===== src/rtl/add_approx_pkg.sv =====
// Shared types and slice-boundary helpers for the pipelined approximate adder.
// Optional error monitor in the top is enabled by defining ADD_APPROX_ERR_MON_EN.
package add_approx_pkg;

   // Control part of one pipeline stage record; data vectors are sized per instance.
   typedef struct packed {
      logic valid;
      logic approx;
      logic carry;
   } stage_ctl_t;

   function automatic int seg_width(input int w, input int stages);
      return (w + stages - 1) / stages;
   endfunction

   function automatic int slice_lo(input int k, input int seg);
      return k * seg;
   endfunction

   // The last populated slice is clipped to the operand width; later slices are empty.
   function automatic int slice_hi(input int k, input int seg, input int w);
      int hi;
      hi = (k + 1) * seg - 1;
      if (hi > w - 1) hi = w - 1;
      return hi;
   endfunction

endpackage


===== src/rtl/add_approx_stage.sv =====
// One pipeline slice: adds bits LO..HI of the carried operands and registers the
// partial sum, carry, mode and valid under the shared advance enable.
module add_approx_stage
   import add_approx_pkg::*;
#(
   parameter int W        = 8,
   parameter int LOA_BITS = 2,
   parameter int LO       = 0,
   parameter int HI       = 7
) (
   input  logic         clk,
   input  logic         rst_n,
   input  logic         advance,
   input  logic         in_valid,
   input  logic         in_approx,
   input  logic         in_carry,
   input  logic [W-1:0] in_sum,
   input  logic [W-1:0] in_a,
   input  logic [W-1:0] in_b,
   output logic         out_valid,
   output logic         out_approx,
   output logic         out_carry,
   output logic [W-1:0] out_sum,
   output logic [W-1:0] out_a,
   output logic [W-1:0] out_b
);

   stage_ctl_t   ctl_q;
   logic [W-1:0] sum_q, a_q, b_q;
   logic [W-1:0] sum_nxt;
   logic         carry_nxt;

   // NOTE: the ripple carry is a variable updated bit by bit, so blocking '=' is
   // required here; defaults come first so no bit path can infer a latch.
   always_comb begin
      sum_nxt   = in_sum;
      carry_nxt = in_carry;
      for (int i = 0; i < W; i++) begin
         if (i >= LO && i <= HI) begin
            if (in_approx && i < LOA_BITS) begin
               sum_nxt[i] = in_a[i] | in_b[i];
               // Only the top approximated bit feeds a carry into the exact part.
               carry_nxt  = (i == LOA_BITS - 1) ? (in_a[i] & in_b[i]) : 1'b0;
            end else begin
               sum_nxt[i] = in_a[i] ^ in_b[i] ^ carry_nxt;
               carry_nxt  = (in_a[i] & in_b[i]) | (carry_nxt & (in_a[i] ^ in_b[i]));
            end
         end
      end
   end

   // NOTE: data registers are reset along with valid so a flushed pipeline shows
   // zeros rather than stale operands on its outputs.
   always_ff @(posedge clk) begin
      if (!rst_n) begin
         ctl_q <= '0;
         sum_q <= '0;
         a_q   <= '0;
         b_q   <= '0;
      end else if (advance) begin
         ctl_q.valid  <= in_valid;
         ctl_q.approx <= in_approx;
         ctl_q.carry  <= carry_nxt;
         sum_q        <= sum_nxt;
         a_q          <= in_a;
         b_q          <= in_b;
      end
   end

   assign out_valid  = ctl_q.valid;
   assign out_approx = ctl_q.approx;
   assign out_carry  = ctl_q.carry;
   assign out_sum    = sum_q;
   assign out_a      = a_q;
   assign out_b      = b_q;

endmodule


===== src/rtl/add_approx_pipe.sv =====
// Pipelined exact / lower-part-OR approximate adder with valid/ready handshake.
// Define ADD_APPROX_ERR_MON_EN to add err_clr/err_cnt/err_max and a shadow exact pipeline.
module add_approx_pipe
   import add_approx_pkg::*;
#(
   parameter int W        = 8,
   parameter int STAGES   = 2,
   parameter int LOA_BITS = 2
) (
   input  logic         clk,
   input  logic         rst_n,
   input  logic         in_valid,
   output logic         in_ready,
   input  logic [W-1:0] in_a,
   input  logic [W-1:0] in_b,
   input  logic         in_approx,
   output logic         out_valid,
   input  logic         out_ready,
   output logic [W:0]   out_sum,
   output logic         out_approx
`ifdef ADD_APPROX_ERR_MON_EN
   ,
   input  logic         err_clr,
   output logic [31:0]  err_cnt,
   output logic [W:0]   err_max
`endif
);

   localparam int SEG = seg_width(W, STAGES);

   logic         advance;
   logic [STAGES:0] valid_ch, approx_ch, carry_ch;
   logic [W-1:0] sum_ch [STAGES+1];
   logic [W-1:0] a_ch   [STAGES+1];
   logic [W-1:0] b_ch   [STAGES+1];

   // The whole pipeline moves together; bubbles travel like data.
   assign advance  = !out_valid || out_ready;
   assign in_ready = advance;

   assign valid_ch[0]  = in_valid;
   assign approx_ch[0] = in_approx;
   assign carry_ch[0]  = 1'b0;
   assign sum_ch[0]    = '0;
   assign a_ch[0]      = in_a;
   assign b_ch[0]      = in_b;

   for (genvar k = 0; k < STAGES; k++) begin : g_stage
      add_approx_stage #(
         .W        (W),
         .LOA_BITS (LOA_BITS),
         .LO       (slice_lo(k, SEG)),
         .HI       (slice_hi(k, SEG, W))
      ) u_stage (
         .clk        (clk),
         .rst_n      (rst_n),
         .advance    (advance),
         .in_valid   (valid_ch[k]),
         .in_approx  (approx_ch[k]),
         .in_carry   (carry_ch[k]),
         .in_sum     (sum_ch[k]),
         .in_a       (a_ch[k]),
         .in_b       (b_ch[k]),
         .out_valid  (valid_ch[k+1]),
         .out_approx (approx_ch[k+1]),
         .out_carry  (carry_ch[k+1]),
         .out_sum    (sum_ch[k+1]),
         .out_a      (a_ch[k+1]),
         .out_b      (b_ch[k+1])
      );
   end

   assign out_valid  = valid_ch[STAGES];
   assign out_approx = approx_ch[STAGES];
   assign out_sum    = {carry_ch[STAGES], sum_ch[STAGES]};

   // Operands leaving the last stage have been fully consumed.
   logic unused_tail;
   assign unused_tail = &{1'b0, a_ch[STAGES], b_ch[STAGES]};

`ifdef ADD_APPROX_ERR_MON_EN
   logic [W:0] exact_q [STAGES];
   logic [W:0] exact_out;
   logic [W:0] err_abs;

   always_ff @(posedge clk) begin
      if (!rst_n) begin
         for (int k = 0; k < STAGES; k++) exact_q[k] <= '0;
      end else if (advance) begin
         exact_q[0] <= {1'b0, in_a} + {1'b0, in_b};
         for (int k = 1; k < STAGES; k++) exact_q[k] <= exact_q[k-1];
      end
   end

   assign exact_out = exact_q[STAGES-1];

   always_comb begin
      err_abs = '0;
      if (out_sum > exact_out) err_abs = out_sum - exact_out;
      else                     err_abs = exact_out - out_sum;
   end

   always_ff @(posedge clk) begin
      if (!rst_n) begin
         err_cnt <= '0;
         err_max <= '0;
      end else if (err_clr) begin
         err_cnt <= '0;
         err_max <= '0;
      end else if (out_valid && out_ready && out_approx && err_abs != '0) begin
         if (err_cnt != '1) err_cnt <= err_cnt + 32'd1;
         if (err_abs > err_max) err_max <= err_abs;
      end
   end
`endif

endmodule


===== config.mk =====
export PLATFORM = sky130hd
export DESIGN_NAME = add_approx_pipe
export DESIGN_NICKNAME = d
export VERILOG_FILES = /design/src/rtl/add_approx_pkg.sv /design/src/rtl/add_approx_stage.sv /design/src/rtl/add_approx_pipe.sv
export SDC_FILE = /design/constraint.sdc
export NUM_CORES = 1
export LEC_CHECK = 0
export CAP_MARGIN = 20
export CELL_PAD_IN_SITES_DETAIL_PLACEMENT = 1
export CELL_PAD_IN_SITES_GLOBAL_PLACEMENT = 2
export CORE_ASPECT_RATIO = 1.1
export CORE_MARGIN = 2
export CORE_UTILIZATION = 30
export CTS_BUF_LIST = sky130_fd_sc_hd__clkbuf_4
export DETAILED_ROUTE_END_ITERATION = 16
export PLACE_DENSITY = 0.92
export SLEW_MARGIN = 5
export SYNTH_ARGS = -nofsm -noshare
export SYNTH_HDL_FRONTEND = slang
export SYNTH_SLANG_ARGS = --single-unit

===== constraint.sdc =====
create_clock -name clk -period 2.5 [get_ports clk]
set_clock_uncertainty 0.05 [all_clocks]
set_input_delay 0.25 -clock clk [delete_from_list [all_inputs] [get_ports clk]]
set_output_delay 0.25 -clock clk [all_outputs]
set_load 0.005 [all_outputs]

==> results of run 1 <==
==> synth_stat cells, types with 2 or more instances <==
master | number | area (sq um)
nand2_1 | 43 | 161
inv_1 | 15 | 56.3
dfxtp_1 | 26 | 521
mux2i_1 | 2 | 20.0
fa_1 | 7 | 140
ha_1 | 4 | 50.1
o21ai_0 | 2 | 10.0
a21boi_1 | 15 | 113
a21boi_2 | 3 | 33.8
o211a_1 | 5 | 50.1
nand3_1 | 2 | 10.0
buf_4 | 5 | 37.5
buf_6 | 2 | 22.5
==> worst min-delay path by stage <==
stage                                          endpoint  slack (ns)
after floorplan             g_stage[0].u_stage.out_a[4]        0.34
after global placement     g_stage[0].u_stage.out_valid        0.39
after detailed placement  g_stage[1].u_stage.out_sum[2]        0.40
after CTS                  g_stage[0].u_stage.out_valid        0.41
after global routing        g_stage[0].u_stage.out_a[7]        0.42
final                     g_stage[1].u_stage.out_sum[2]        0.42
==> cell type report <==
cell class / count / area [sq um] / share of cell area (%)
Sequential cell: 26 / 520 / 31.3
Inverter: 16 / 62.6 / 3.76
Tap cell: 52 / 65.1 / 3.91
Timing Repair Buffer: 35 / 343 / 20.6
Clock inverter: 1 / 30.0 / 1.80
Clock buffer: 3 / 22.5 / 1.35
Multi-Input combinational cell: 87 / 621 / 37.3
==> kinds of logic (layout without fill, tap and decap cells) <==
group / Yosys count / after routing / share of synthesized area [%]
AO/OA/AOI/OAI: 27 / 27 / 17.2
AND/OR/NAND/NOR: 47 / 47 / 15.0
buffers and inverters: 25 / 55 / 10.3
flip-flops: 26 / 26 / 40.9
adder cells (fa/ha/maj): 11 / 11 / 14.9
multiplexers: 2 / 2 / 1.57
==> stage by stage <==
stage / power, uW / setup TNS, ns / hold WS [ns] / std cells
floorplan: 562 / 0 / 0.339 / 138
global placement: 639 / -0.0443 / 0.388 / 216
detailed placement: 650 / -0.118 / 0.401 / 216
CTS: 938 / 0 / 0.413 / 220
global route: 981 / 0 / 0.418 / 220
finish: 922 / 0 / 0.416 / 220
==> worst min-delay path, cell delays in order (launching register included) <==
cell,delay (ns)
dfxtp_1,0.34
nand2_1,0.05
a21boi_1,0.05
==> layer usage <==
metal | track usage [%] | vias to the layer above
li1 | - | 488
met4 | 3.40 | 0
met2 | 22.8 | 17
met5 | 0 | -
met1 | 14.4 | 483
met3 | 1.55 | 2
==> sequential cells by signal (all words and copies together), names as in the netlist <==
name,count
g_stage.u_stage.out_carry,2
g_stage.u_stage.out_sum,12
g_stage.u_stage.out_valid,2
g_stage.u_stage.out_a,4
g_stage.u_stage.out_b,4
g_stage.u_stage.out_approx,2
==> report_power, final <==
| group | switching, uW | internal (uW) | total (uW) |
|---|---|---|---|
| sequential | 18.7 | 449 | 468 |
| combinational | 70.1 | 99.4 | 169 |
| clock | 123 | 162 | 285 |
| total | 212 | 710 | 922 |
==> results.py, run 1 <==
metrics = {
    "worst_hold_path": {
        "min-delay-start": "g_stage[1].u_stage.out_sum[2]",
        "whs_path_depth": 2,
        "min_path_type": "reg2reg",
    },
    "synth": {
        "ys_types": 20,
        "syn_area_per_cell_sq_um": 9.22,
        "syn-num-nets": 170,
        "syn_inst": 138,
        "synth_warnings": 0,
        "ys_ff_latch": 26,
        "synth_edf_count": 0,
        "ys.flop_type": "dfxtp_1",
        "syn-cell-area_sq_mm": 0.00127,
        "synth-seq-area-share_pct": 40.9,
        "synthArstFlopShare_pct": 0,
    },
    "detailed_routing": {
        "wl_met1_microns": 1160,
        "wire_per_inst_microns": 12.4,
        "antenna_left": 0,
        "top_layer": "met4",
        "vias": 990,
        "met3WireLength_microns": 66,
        "route.detailed.drc": 0,
        "viasPerCell": 4.50,
        "drt-total-wl_microns": 2730,
        "drt_iter0_drc": 29,
        "dr.pass1.iters": 4,
        "met2_length_microns": 1480,
    },
    "setup_path": {
        "arrival_ns": 2.44,
        "crit_required_ns": 2.68,
        "end_kind": "flip-flop",
        "reg2reg_slack_ns": 0.28,
        "r2r-end": "g_stage[1].u_stage.out_sum[7]",
        "cp_cell_sequence": "clkdlybuf4s50_1 > ha_1 > nand2b_1 > fa_1 > o21ai_0 > fa_1 > inv_1 > fa_1 > nand2_1 > o211a_1",
        "endpoint": "g_stage[0].u_stage.out_sum[3]",
        "rr_worst_depth": 9,
        "startpoint_type": "input pin",
        "worst_path_max_delay_cell": "clkdlybuf4s50_1",
        "cp-startpoint": "in_a[0]",
        "crit_top_cell": "fa_1",
        "reg2reg_from": "g_stage[0].u_stage.out_a[4]",
        "crit_cells": 10,
        "crit_buf_inv": 2,
        "crit_family": "adder cells",
        "critPathMaxFanout": 2,
        "crit_type": "in2reg",
        "cpPeakStageDelay_ns": 0.49,
    },
    "floorplanning": {
        "die_h_microns": 72.3,
        "start_util_pct": 31.6,
        "ios": 33,
        "core-area_sq_mm": 0.00402,
        "fp.dieW_microns": 66.1,
        "placementRows": 24,
        "die-area_sq_mm": 0.00478,
    },
    "clock_tree": {
        "root_buffer": "clkbuf_4",
        "hold_buffers": 0,
        "cts_sinks": 26,
        "cts_resized": 0,
        "cts_setup_buffers": 0,
        "clock_latency_ns": 0.32,
        "path_clk_slew_ns": 0.14,
        "numCtsBuffers": 3,
        "cts_tree": "built",
        "htreeDepth": 1,
        "clockBufferDepth": 2,
    },
    "timing": {
        "worstMarginPinSlew_ns": 0.394,
        "fmax_ghz": 0.442,
        "grt_setup_unrepaired": "false",
        "post-route-period-util_pct": 90.5,
        "finalSetupViolCount": 0,
        "finalHoldViolCount": 0,
        "layout_setup_ws_ns": 0.238,
        "fin_crit_ns": 2.26,
        "max_slew_margin_pct": 73.6,
        "finalMaxSlewViolations": 0,
    },
    "layout": {
        "nFillCells": 487,
        "antenna_cells": 0,
        "drive_above_1_share_pct": 7.14,
        "synthToLayoutAreaGrowth_pct": 30.8,
        "final_net_count": 201,
        "final_common_cell": "nand2_1",
        "layout_common_cells": "nand2_1, clkdlybuf4s50_1, dfxtp_1",
        "final_util_pct": 41.4,
        "finish.instance_area_sq_mm": 0.00166,
    },
    "placement": {
        "port_buffers": 32,
        "placedInstanceArea_sq_mm": 0.00161,
        "dp_hpwl_microns": 2120,
        "routabilityCongestion": 0.758,
        "post-place-ws_ns": -0.118,
    },
    "global_route": {
        "track_usage_pct": 12.2,
        "grt_pass1_vias": 1069,
        "grt_first_pass_wirelength_microns": 4610,
        "antenna_found_initial": 0,
        "grt_start_max_net_pins": 33,
        "overflow": 0,
    },
    "flow_run": {
        "maxCapViolations": 0,
    },
    "power_and_ir_drop": {
        "vdd_drop_max_uv": 254,
        "leakagePower_uw": 0.000747,
        "p_per_area_mw_per_mm2": 554,
    },
    "outcome": {
        "status": "completed",
    },
}
Note: power is estimated with default switching activity, not from simulation.
==> run 2, diff against run 1 <==
--- a/config.mk
+++ b/config.mk
@@ -13,7 +13,7 @@
 export CORE_UTILIZATION = 30
 export CTS_BUF_LIST = sky130_fd_sc_hd__clkbuf_4
 export DETAILED_ROUTE_END_ITERATION = 16
-export PLACE_DENSITY = 0.92
+export PLACE_DENSITY_LB_ADDON = 0.12
 export SLEW_MARGIN = 5
 export SYNTH_ARGS = -nofsm -noshare
 export SYNTH_HDL_FRONTEND = slang
==> results.py, run 2 (synthesis gave the netlist of run 1 again) <==
metrics = {
    "outcome": {
        "status": "completed",
    },
    "setup_path": {
        "critPathMaxFanout": 2,
        "startpoint_type": "input pin",
        "crit_family": "adder cells",
        "arrival_ns": 2.45,
        "crit_required_ns": 2.67,
        "cp_cell_sequence": "clkdlybuf4s50_1 > ha_1 > nand2b_1 > fa_1 > o21ai_0 > fa_1 > inv_1 > fa_1 > nand2_1 > o211a_1",
        "cpPeakStageDelay_ns": 0.48,
        "crit_type": "in2reg",
        "crit_top_cell": "fa_1",
        "end_kind": "flip-flop",
        "worst_path_max_delay_cell": "clkdlybuf4s50_1",
        "crit_buf_inv": 2,
    },
    "clock_tree": {
        "cts_resized": 0,
        "cts_sinks": 26,
        "root_buffer": "clkbuf_4",
        "path_clk_slew_ns": 0.14,
        "cts_tree": "built",
        "clock_latency_ns": 0.32,
        "hold_buffers": 0,
        "cts_setup_buffers": 0,
        "clockBufferDepth": 2,
        "numCtsBuffers": 3,
        "htreeDepth": 1,
    },
    "placement": {
        "placedInstanceArea_sq_mm": 0.00162,
        "dp_hpwl_microns": 1910,
        "routabilityCongestion": 0.709,
        "port_buffers": 32,
        "placed_cells": 217,
    },
    "global_route": {
        "grt_pass1_vias": 1066,
        "grt_start_max_net_pins": 32,
        "track_usage_pct": 12.3,
        "antenna_found_initial": 0,
        "grt_first_pass_wirelength_microns": 4600,
        "overflow": 0,
    },
    "floorplanning": {
        "die-area_sq_mm": 0.00478,
        "die_h_microns": 72.3,
        "ios": 33,
        "start_util_pct": 31.6,
        "fp.dieW_microns": 66.1,
        "core-area_sq_mm": 0.00402,
        "placementRows": 24,
    },
    "layout": {
        "nFillCells": 479,
        "antenna_cells": 0,
        "final_net_count": 202,
        "synthToLayoutAreaGrowth_pct": 29.0,
        "finish.instance_area_sq_mm": 0.00164,
        "final_common_cell": "nand2_1",
        "largest_reg_flops": 12,
        "multi_input_area_sq_um": 621,
        "layout_common_cells": "nand2_1, clkdlybuf4s50_1, dfxtp_1",
        "fin_cells": 220,
        "drive_above_1_share_pct": 7.14,
        "seqCellArea_sq_um": 520,
    },
    "timing": {
        "grt_setup_unrepaired": "false",
        "post-route-period-util_pct": 90.8,
        "finalSetupViolCount": 0,
        "finalHoldViolCount": 0,
        "worstMarginPinSlew_ns": 0.305,
        "fmax_ghz": 0.440,
        "max_slew_margin_pct": 79.6,
        "fin_crit_ns": 2.27,
        "finalMaxSlewViolations": 0,
    },
    "detailed_routing": {
        "drt_iter0_drc": 27,
        "vias": 981,
        "route.detailed.drc": 0,
        "antenna_left": 0,
        "dr.pass1.iters": 2,
        "viasPerCell": 4.46,
        "drt-total-wl_microns": 2600,
        "wire_per_inst_microns": 11.8,
    },
    "power_and_ir_drop": {
        "switchingPower_uw": 209,
        "p_int_uw": 605,
        "p_clk_share_pct": 22.1,
        "pwr-share-seq_pct": 57.3,
        "power.total_uw": 814,
        "sw_frac_of_total_pct": 25.7,
        "p_per_area_mw_per_mm2": 496,
        "pwr-share-comb_pct": 20.6,
        "leakagePower_uw": 0.000737,
        "vdd_drop_max_uv": 215,
    },
    "worst_hold_path": {
        "min_path_type": "reg2reg",
    },
    "flow_run": {
        "maxCapViolations": 0,
    },
}
-- run 2: cell types whose count changed in the layout (fill, tap and decap cells not counted) --
cell	change
buf_4	+1
bufinv_16	-1
-- run 2: worst paths after layout --
kind	from	to	slack, ns	cells after the start
max	in_a[0]	g_stage[0].u_stage.out_sum[3]	0.23	10
min	g_stage[1].u_stage.out_sum[1]	g_stage[1].u_stage.out_sum[1]	0.41	2
max reg2reg	g_stage[0].u_stage.out_a[4]	g_stage[1].u_stage.out_sum[7]	0.29	9
min reg2reg	g_stage[1].u_stage.out_sum[1]	g_stage[1].u_stage.out_sum[1]	0.41	2
-- run 2: metal layers --
layer / vias up / GRT usage (%) / share of wire [%]
met5: - / 0 / 0
met4: 0 / 4.08 / 0.73
met3: 2 / 2.33 / 3.8
met2: 14 / 21.8 / 51
met1: 477 / 15.0 / 44
li1: 488 / - / -
-- run 2: final cells by class --
class | instances | share of cell area [%]
Sequential cell | 26 | 31.7
Timing Repair Buffer | 36 | 21.3
Tap cell | 52 | 3.96
Clock buffer | 3 | 1.37
Multi-Input combinational cell | 87 | 37.8
Inverter | 16 | 3.81
-- run 2: per-stage QoR --
stage	worst slack (ns)	hold WS, ns	setup TNS [ns]	util [%]
2_1_floorplan	0.468	0.339	0	-
3_3_place_gp	-0.0499	0.385	-0.0499	40.2
3_5_place_dp	-0.118	0.395	-0.118	40.2
4_1_cts	0.238	0.405	0	40.8
5_1_grt	0.0792	0.408	0	40.8
6_report	0.230	0.409	0	40.8
-- run 2: worst register-to-register path: stages, from the launching register on --
cell,delay (ns)
dfxtp_1,0.34
inv_1,0.07
fa_1,0.18
inv_1,0.06
fa_1,0.37
fa_1,0.39
inv_1,0.09
fa_1,0.41
nand2_1,0.07
o211a_1,0.14
-- run 2: power by group through the flow --
stage	clock network [uW]	registers [uW]	logic (uW)
after CTS	190	467	173
after global routing	203	472	192
final	180	466	168
after floorplan	0	475	87.5
after global placement	0	476	167
after detailed placement	0	477	171
==> run 3, diff against run 2 <==
--- a/config.mk
+++ b/config.mk
@@ -13,7 +13,8 @@
 export CORE_UTILIZATION = 30
 export CTS_BUF_LIST = sky130_fd_sc_hd__clkbuf_4
 export DETAILED_ROUTE_END_ITERATION = 16
-export PLACE_DENSITY_LB_ADDON = 0.12
+export PLACE_DENSITY = 0.78
+export SKIP_CTS_REPAIR_TIMING = 1
 export SLEW_MARGIN = 5
 export SYNTH_ARGS = -nofsm -noshare
 export SYNTH_HDL_FRONTEND = slang
==> results.py, run 3 (synthesis gave the netlist of run 1 again) <==
metrics = {
    "setup_path": {
        "worst_path_max_delay_cell": "clkdlybuf4s50_1",
        "cp_cell_sequence": "clkdlybuf4s50_1 > ha_1 > nand2b_1 > fa_1 > o21ai_0 > fa_1 > inv_1 > fa_1 > nand2_1 > o211a_1",
        "reg2reg_from": "g_stage[0].u_stage.out_b[4]",
        "end_kind": "flip-flop",
        "crit_top_cell": "fa_1",
        "crit_family": "adder cells",
        "crit_required_ns": 2.67,
        "cpPeakStageDelay_ns": 0.49,
        "critPathMaxFanout": 2,
        "crit_type": "in2reg",
        "reg2reg_slack_ns": 0.29,
        "arrival_ns": 2.44,
        "r2r-end": "g_stage[1].u_stage.out_sum[7]",
        "rr_worst_depth": 9,
        "crit_buf_inv": 2,
        "startpoint_type": "input pin",
    },
    "floorplanning": {
        "die_h_microns": 72.3,
        "start_util_pct": 31.6,
        "core-area_sq_mm": 0.00402,
        "fp.dieW_microns": 66.1,
        "ios": 33,
        "placementRows": 24,
        "die-area_sq_mm": 0.00478,
    },
    "global_route": {
        "grt_start_max_net_pins": 33,
        "track_usage_pct": 12.1,
        "grt_first_pass_wirelength_microns": 4530,
        "grt_pass1_vias": 1013,
        "antenna_found_initial": 0,
        "overflow": 0,
    },
    "power_and_ir_drop": {
        "power.total_uw": 920,
        "leakagePower_uw": 0.000747,
        "p_per_area_mw_per_mm2": 553,
        "vdd_drop_max_uv": 212,
    },
    "outcome": {
        "status": "completed",
    },
    "clock_tree": {
        "htreeDepth": 1,
        "cts_sinks": 26,
        "cts_tree": "built",
        "clockBufferDepth": 2,
        "clock_latency_ns": 0.31,
        "path_clk_slew_ns": 0.14,
        "numCtsBuffers": 3,
        "root_buffer": "clkbuf_4",
    },
    "worst_hold_path": {
        "min-delay-start": "g_stage[1].u_stage.out_sum[3]",
        "whs_path_depth": 2,
        "min_path_type": "reg2reg",
        "min_to": "g_stage[1].u_stage.out_sum[3]",
    },
    "detailed_routing": {
        "viasPerCell": 4.37,
        "drt_iter0_drc": 23,
        "antenna_left": 0,
        "wire_per_inst_microns": 11.7,
        "vias": 961,
        "drt-total-wl_microns": 2580,
        "dr.pass1.iters": 3,
        "route.detailed.drc": 0,
    },
    "flow_run": {
        "maxCapViolations": 0,
    },
    "placement": {
        "routabilityCongestion": 0.718,
        "port_buffers": 32,
        "dp_hpwl_microns": 1950,
        "placed_cells": 216,
    },
    "layout": {
        "final_common_cell": "nand2_1",
        "antenna_cells": 0,
        "synthToLayoutAreaGrowth_pct": 30.8,
        "final_net_count": 201,
        "fin_cells": 220,
        "largest_reg_flops": 12,
        "drive_above_1_share_pct": 7.14,
        "layout_common_cells": "nand2_1, clkdlybuf4s50_1, dfxtp_1",
    },
    "timing": {
        "grt_setup_unrepaired": "false",
        "max_slew_margin_pct": 79.6,
        "fmax_ghz": 0.441,
        "fin_crit_ns": 2.27,
        "worstMarginPinSlew_ns": 0.306,
        "finalHoldViolCount": 0,
        "finalSetupViolCount": 0,
        "post-route-period-util_pct": 90.8,
        "finalMaxSlewViolations": 0,
    },
}
-- run 3: cell count changes in the layout (fill, tap and decap cells not counted), sizes merged --
cell and delta:
buf -1, bufinv +1
-- run 3: where the power goes --
group          internal, uW  switching [uW]  leakage, uW
combinational          99.2            68.9     0.000504
sequential              449            17.4     0.000216
clock                   162             124    0.0000279
total                   710             210     0.000747
-- run 3: through the flow --
step / TNS, ns / cell area, sq um / setup WS, ns / hold slack (ns) / utilization (%)
floorplan: 0 / 1270 / 0.468 / 0.339 / -
global placement: -0.0495 / 1610 / -0.0495 / 0.386 / 40.0
detailed placement: -0.132 / 1610 / -0.127 / 0.395 / 40.0
CTS: 0 / 1660 / 0.219 / 0.401 / 41.4
global route: 0 / 1660 / 0.0597 / 0.408 / 41.4
finish: 0 / 1660 / 0.230 / 0.408 / 41.4
-- run 3: area by class of cell --
class,instances,area [sq um]
timing repair buffer,35,343
fill,499,2360
sequential,26,520
tap,52,65.1
inverter,16,62.6
multi-input combinational,87,621
clock buffer,3,22.5
clock inverter,1,30.0
-- run 3: tightest hold or removal path, stage by stage (launching register included) --
cell and delay [ns]:
dfxtp_1 0.33, nand2_1 0.05, a21boi_1 0.05
-- run 3: metal layers --
| metal | vias up | part of all wire [%] | GRT usage (%) |
|---|---|---|---|
| li1 | 488 | - | - |
| met3 | 2 | 4.6 | 2.64 |
| met5 | - | 0 | 0 |
| met2 | 19 | 47 | 20.4 |
| met1 | 452 | 48 | 15.4 |
| met4 | 0 | 0.85 | 3.40 |
-- run 3: worst max-delay path by stage --
stage / from / to / depth (start not counted)
2_1_floorplan: g_stage[0].u_stage.out_a[4] / g_stage[1].u_stage.out_sum[7] / 9
3_3_place_gp: in_a[0] / g_stage[0].u_stage.out_sum[3] / 10
3_5_place_dp: in_a[0] / g_stage[0].u_stage.out_sum[3] / 10
4_1_cts: in_a[0] / g_stage[0].u_stage.out_sum[3] / 10
5_1_grt: in_a[0] / g_stage[0].u_stage.out_sum[3] / 10
6_report: in_a[0] / g_stage[0].u_stage.out_sum[3] / 10
